### src/rtl/wb_arbiter2m.sv
// Two-master Wishbone classic arbiter in front of wb_switch: round-robin grant, optional
// per-tenure ack limit (MAX_BURST) and, with WB_ARB_TIMEOUT_EN defined, a stalled-strobe bus error.
module wb_arbiter2m #(
  parameter int unsigned MAX_BURST = 8,
  parameter int unsigned TIMEOUT   = 255
) (
  input  logic        clk,
  input  logic        rst_b,
  input  logic [1:0]  m_cyc,
  input  logic [1:0]  m_stb,
  input  logic [1:0]  m_we,
  input  logic [7:0]  m_sel,
  input  logic [63:0] m_adr,
  input  logic [63:0] m_dat_o,
  output logic [31:0] m_dat_i,
  output logic [1:0]  m_ack,
  output logic [1:0]  m_err,
  output logic        s_cyc,
  output logic        s_stb,
  output logic        s_we,
  output logic [3:0]  s_sel,
  output logic [31:0] s_adr,
  output logic [31:0] s_dat_o,
  input  logic [31:0] s_dat_i,
  input  logic        s_ack,
  output logic [1:0]  grant
);

  localparam logic [1:0] IDLE = 2'b00;
  localparam logic [1:0] GNT0 = 2'b01;
  localparam logic [1:0] GNT1 = 2'b10;
  localparam logic [7:0] MB   = 8'(MAX_BURST);

  logic [1:0] state, state_nxt;
  logic       last, last_nxt;
  logic [7:0] ack_cnt;
  logic       active, own, oth, hold, change, tmo_hit;

  assign active  = (state != IDLE);
  assign own     = (state == GNT1);
  assign oth     = ~own;
  assign grant   = state;
  assign m_dat_i = s_dat_i;
  assign hold    = (MAX_BURST != 0) && active && (ack_cnt == MB) && m_cyc[oth];
  assign change  = (state_nxt != state);

  always_comb begin
    s_cyc   = 1'b0;
    s_stb   = 1'b0;
    s_we    = 1'b0;
    s_sel   = '0;
    s_adr   = '0;
    s_dat_o = '0;
    m_ack   = '0;
    m_err   = '0;
    if (active) begin
      s_cyc   = m_cyc[own];
      s_stb   = m_stb[own] & ~hold & ~tmo_hit;
      s_we    = m_we[own];
      s_sel   = own ? m_sel[7:4]    : m_sel[3:0];
      s_adr   = own ? m_adr[63:32]  : m_adr[31:0];
      s_dat_o = own ? m_dat_o[63:32] : m_dat_o[31:0];
      m_ack[own] = s_ack & s_stb;
      m_err[own] = tmo_hit;
    end
  end

  always_comb begin
    state_nxt = state;
    last_nxt  = last;
    if (!active) begin
      if (m_cyc[0] && m_cyc[1]) state_nxt = last ? GNT0 : GNT1;
      else if (m_cyc[0])        state_nxt = GNT0;
      else if (m_cyc[1])        state_nxt = GNT1;
    end else if (!m_cyc[own]) begin
      // a drop by the owner together with a raise by the other hands over directly
      state_nxt = m_cyc[oth] ? (oth ? GNT1 : GNT0) : IDLE;
      last_nxt  = own;
    end else if (hold) begin
      state_nxt = oth ? GNT1 : GNT0;
      last_nxt  = own;
    end
  end

  always_ff @(posedge clk or negedge rst_b) begin
    if (!rst_b) begin
      state   <= IDLE;
      last    <= 1'b1;
      ack_cnt <= '0;
    end else begin
      state <= state_nxt;
      last  <= last_nxt;
      if (change)
        ack_cnt <= '0;
      else if (s_stb && s_ack && ack_cnt != MB)
        ack_cnt <= ack_cnt + 8'd1;
    end
  end

`ifdef WB_ARB_TIMEOUT_EN
  localparam int unsigned TW  = $clog2(TIMEOUT + 2);
  localparam logic [TW-1:0] TMO = TW'(TIMEOUT);

  logic [TW-1:0] tmo_cnt;

  // hit is judged on the raw master strobe so the forced-low s_stb cannot feed back into it
  assign tmo_hit = active && m_cyc[own] && m_stb[own] && (tmo_cnt == TMO);

  always_ff @(posedge clk or negedge rst_b) begin
    if (!rst_b)
      tmo_cnt <= '0;
    else if (change)
      tmo_cnt <= '0;
    else if (s_cyc && s_stb && !s_ack)
      tmo_cnt <= tmo_cnt + 1'b1;
    else
      tmo_cnt <= '0;
  end
`else
  assign tmo_hit = 1'b0;
`endif

endmodule

### config.mk
export PLATFORM = sky130hd
export DESIGN_NAME = wb_arbiter2m
export DESIGN_NICKNAME = d
export VERILOG_FILES = /design/src/rtl/wb_arbiter2m.sv
export SDC_FILE = /design/constraint.sdc
export NUM_CORES = 1
export LEC_CHECK = 0
export CORE_AREA = 2 2 109 111
export CTS_CLUSTER_SIZE = 25
export DETAILED_ROUTE_END_ITERATION = 7
export DIE_AREA = 0 0 111 113
export GPL_TIMING_DRIVEN = 0
export PLACE_DENSITY_LB_ADDON = 0.2
export SLEW_MARGIN = 0
export SYNTH_ARGS = -nofsm -noshare
export SYNTH_HDL_FRONTEND = slang
export SYNTH_SLANG_ARGS = --single-unit
### constraint.sdc
create_clock -name clk -period 1.7 [get_ports clk]
set_input_delay 0.255 -clock clk [delete_from_list [all_inputs] [get_ports clk]]
set_output_delay 0.255 -clock clk [all_outputs]
set_load 0.02 [all_outputs]
==> impl_metrics.ini <==
[setup_path]
path_delay_family = simple AND/OR/NAND/NOR gates
reg2reg_from = ack_cnt[0]
regToRegSetupSlack_ns = -0.01
cp.required_ns = 1.44
critical_path_depth = 7
r2r_cells = 8
worst-path-buf-inv = 2
cp_data_arrival_time_ns = 1.55
crit_path_top_delay_cell = dfrtp_1
path_cells = inv_1, ha_1, nor4b_4, nand2_2, nor2_4, nor2_1, buf_2
cp_slowest_stage_delay_ns = 0.37
crit_type = flop to output port
critPathLaunchType = flop
rr_endpoint = ack_cnt[4]
end_kind = output port
crit_fanout = 3

[logic_synthesis]
syn-cell-area_sq_um = 1730
synth_cell_type_count = 37
syn_avg_cell_area_sq_um = 8.49
synth-edff-count = 0
async_flop_share = 1.00
synthTopCellsByArea = a22o_1 35%, buf_4 15%, dfrtp_1 14%
ys_warn_count = 0
netlist_instances = 204
yosys.area.top_type = a22o_1
synth-seq-area-share = 0.160
ys_ff_latch = 11
ys.flop_type = dfrtp_1
netlist.area_leader.share = 0.349

[placed_design]
dp_hpwl_mm = 8.49
place_ws_ns = -0.649
routabilityCongestion = 0.830
io_buffers = 249

[timing]
period_share = 1.06
tightest_slew_ns = 0.497
finalSetupTns_ns = -5.28
setup_viol = 78
setup_slack_ns = -0.108
rsz0062_at_grt = yes
hold_viol_final = 0
maxSlewViolCount = 0
fmaxAchievable_mhz = 553
clock_skew_ns = 0.000342
relSlewSlack = 0.667
layout_min_cycle_time_ns = 1.81

[routing]
drt-initial-drc-count = 161
wl_mm = 10.7
ant_nets = 0
wl_per_cell_microns = 17.3
drtPass1Iterations = 6
vias = 2663
drc = 0
vias_per_cell = 4.31

[clock_network]
cts_tree = done
numClockSinks = 11
cts_buffers = 3
path_clk_slew_ns = 0.04
htreeDepth = 1
cts_root_buf = clkbuf_16
cts_max_path_buffers = 2
clk-insertion-delay-late_ns = 0.24

[pwr]
vdd_drop_max_uv = 245
p_total_mw = 2.82
power.leakage_nw = 2.16
p_per_area_nw_per_um2 = 572

[floorplan]
core_sq_um = 11300
rows = 39
start_util = 0.154
die_x_microns = 111
pin_count = 286
die_area_sq_um = 12500
die_y_microns = 113

[grt]
grt_overflow = 0
antenna_found_initial = 0
grt_pass1_wl_mm = 15.6
grt_max_degree = 12
grt_use_total = 0.156
grt_pass1_vias = 2656

[cells_and_area]
nNetsFinal = 655
nFillCells = 1121
syn2layout_area_growth_pct = 184
final_cell_mix = 176 x clkdlybuf4s50_1, 65 x a22o_1, 60 x buf_6, 60 x buf_4
diodes = 0
drive_gt1_frac = 0.343
final_common_cell = clkdlybuf4s50_1

[status]
status = finished, violations left
violations = setup timing

[hold_path]
min_path_type = input port to asynchronous set/reset pin

[run]
maxCapViolCount = 0
==> power breakdown <==
part | internal (mW) | switching [mW]
logic | 1.20 | 0.901
registers | 0.281 | 0.0126
clock network | 0.314 | 0.108
==> routing by layer <==
layer	part of all wire	vias to the layer above	track usage
li1	-	1298	-
met1	0.39	1215	0.192
met2	0.52	141	0.281
met3	0.078	9	0.0412
met4	0.0067	0	0.0175
met5	0	-	0
==> state kept, by name, summed over array words and instances (netlist names) <==
signal / cells
ack_cnt: 8
grant: 2
last: 1
==> cell usage after synthesis (all sizes together) (2+ instances only) <==
| library cell | number |
|---|---|
| dfrtp | 10 |
| nand2 | 7 |
| a211oi | 2 |
| buf | 46 |
| nand3 | 4 |
| ha | 2 |
| nor2 | 13 |
| o31ai | 2 |
| a22oi | 3 |
| xnor2 | 6 |
| a22o | 69 |
| a21oi | 6 |
| clkbuf | 8 |
| a31oi | 3 |
| mux2i | 3 |
| inv | 4 |
==> cell families (layout without fill, tap and decap cells) <==
kind of cell | count (synthesis) | after routing | synth area share
xor+xnor | 6 | 6 | 0.0303
buf+inv | 58 | 328 | 0.211
mux | 3 | 3 | 0.0173
other cells | 1 | 2 | 0.00217
fa+ha+maj | 2 | 2 | 0.0144
simple gates | 32 | 32 | 0.119
compound gates | 91 | 91 | 0.446
flops | 11 | 11 | 0.160
==> metrics by stage <==
| stage | hold WS, ns | cell area (sq um) | std cells | util |
|---|---|---|---|---|
| after global routing | 0.408 | 4930 | 618 | 0.437 |
| after floorplan | -0.0406 | 1740 | 205 | - |
| after CTS | 0.384 | 4640 | 615 | 0.412 |
| final | 0.358 | 4930 | 618 | 0.437 |
| after global placement | 0.590 | 4410 | 597 | 0.391 |
| after detailed placement | 0.590 | 4410 | 597 | 0.391 |
==> worst register-to-register path: stages (launching register included) <==
cell and delay [ns]:
dfrtp_1 0.37, inv_1 0.06, ha_1 0.14, nor4b_4 0.28, buf_4 0.20, a31oi_1 0.12, nor3_4 0.23, buf_12 0.15
nor2_1 0.05
==> layout make-up <==
cell class / instances / area (sq um) / share of cell area
plain buffers: 53 / 453 / 0.0919
well taps: 143 / 179 / 0.0363
multi-input cells: 136 / 1160 / 0.235
repair buffers: 267 / 2760 / 0.561
flip-flops and latches: 11 / 277 / 0.0561
clock buffers: 4 / 78.8 / 0.0160
inverters: 4 / 15.0 / 0.00305
==> how the worst max path moves through the flow <==
stage	to	start	slack [ns]
final	m_ack[0]	ack_cnt[0]	-0.11
after global routing	s_stb	grant[0]	-0.20
after CTS	s_dat_o[18]	grant[0]	-0.12
after detailed placement	s_dat_o[7]	grant[1]	-0.65
after global placement	s_dat_o[7]	grant[1]	-0.62
after floorplan	s_stb	grant[1]	0.03
==> timing repair <==
item | CTS | global route
hold endpoints to repair | 0 | 0
setup buffers | 11 | 0
cloned | 3 | 4
hold buffers | 0 | 0
pin swaps | 14 | 14
resized for setup | 425 | 61
endpoints found under the setup margin | 81 | 81
(Power assumes the default switching activity.)
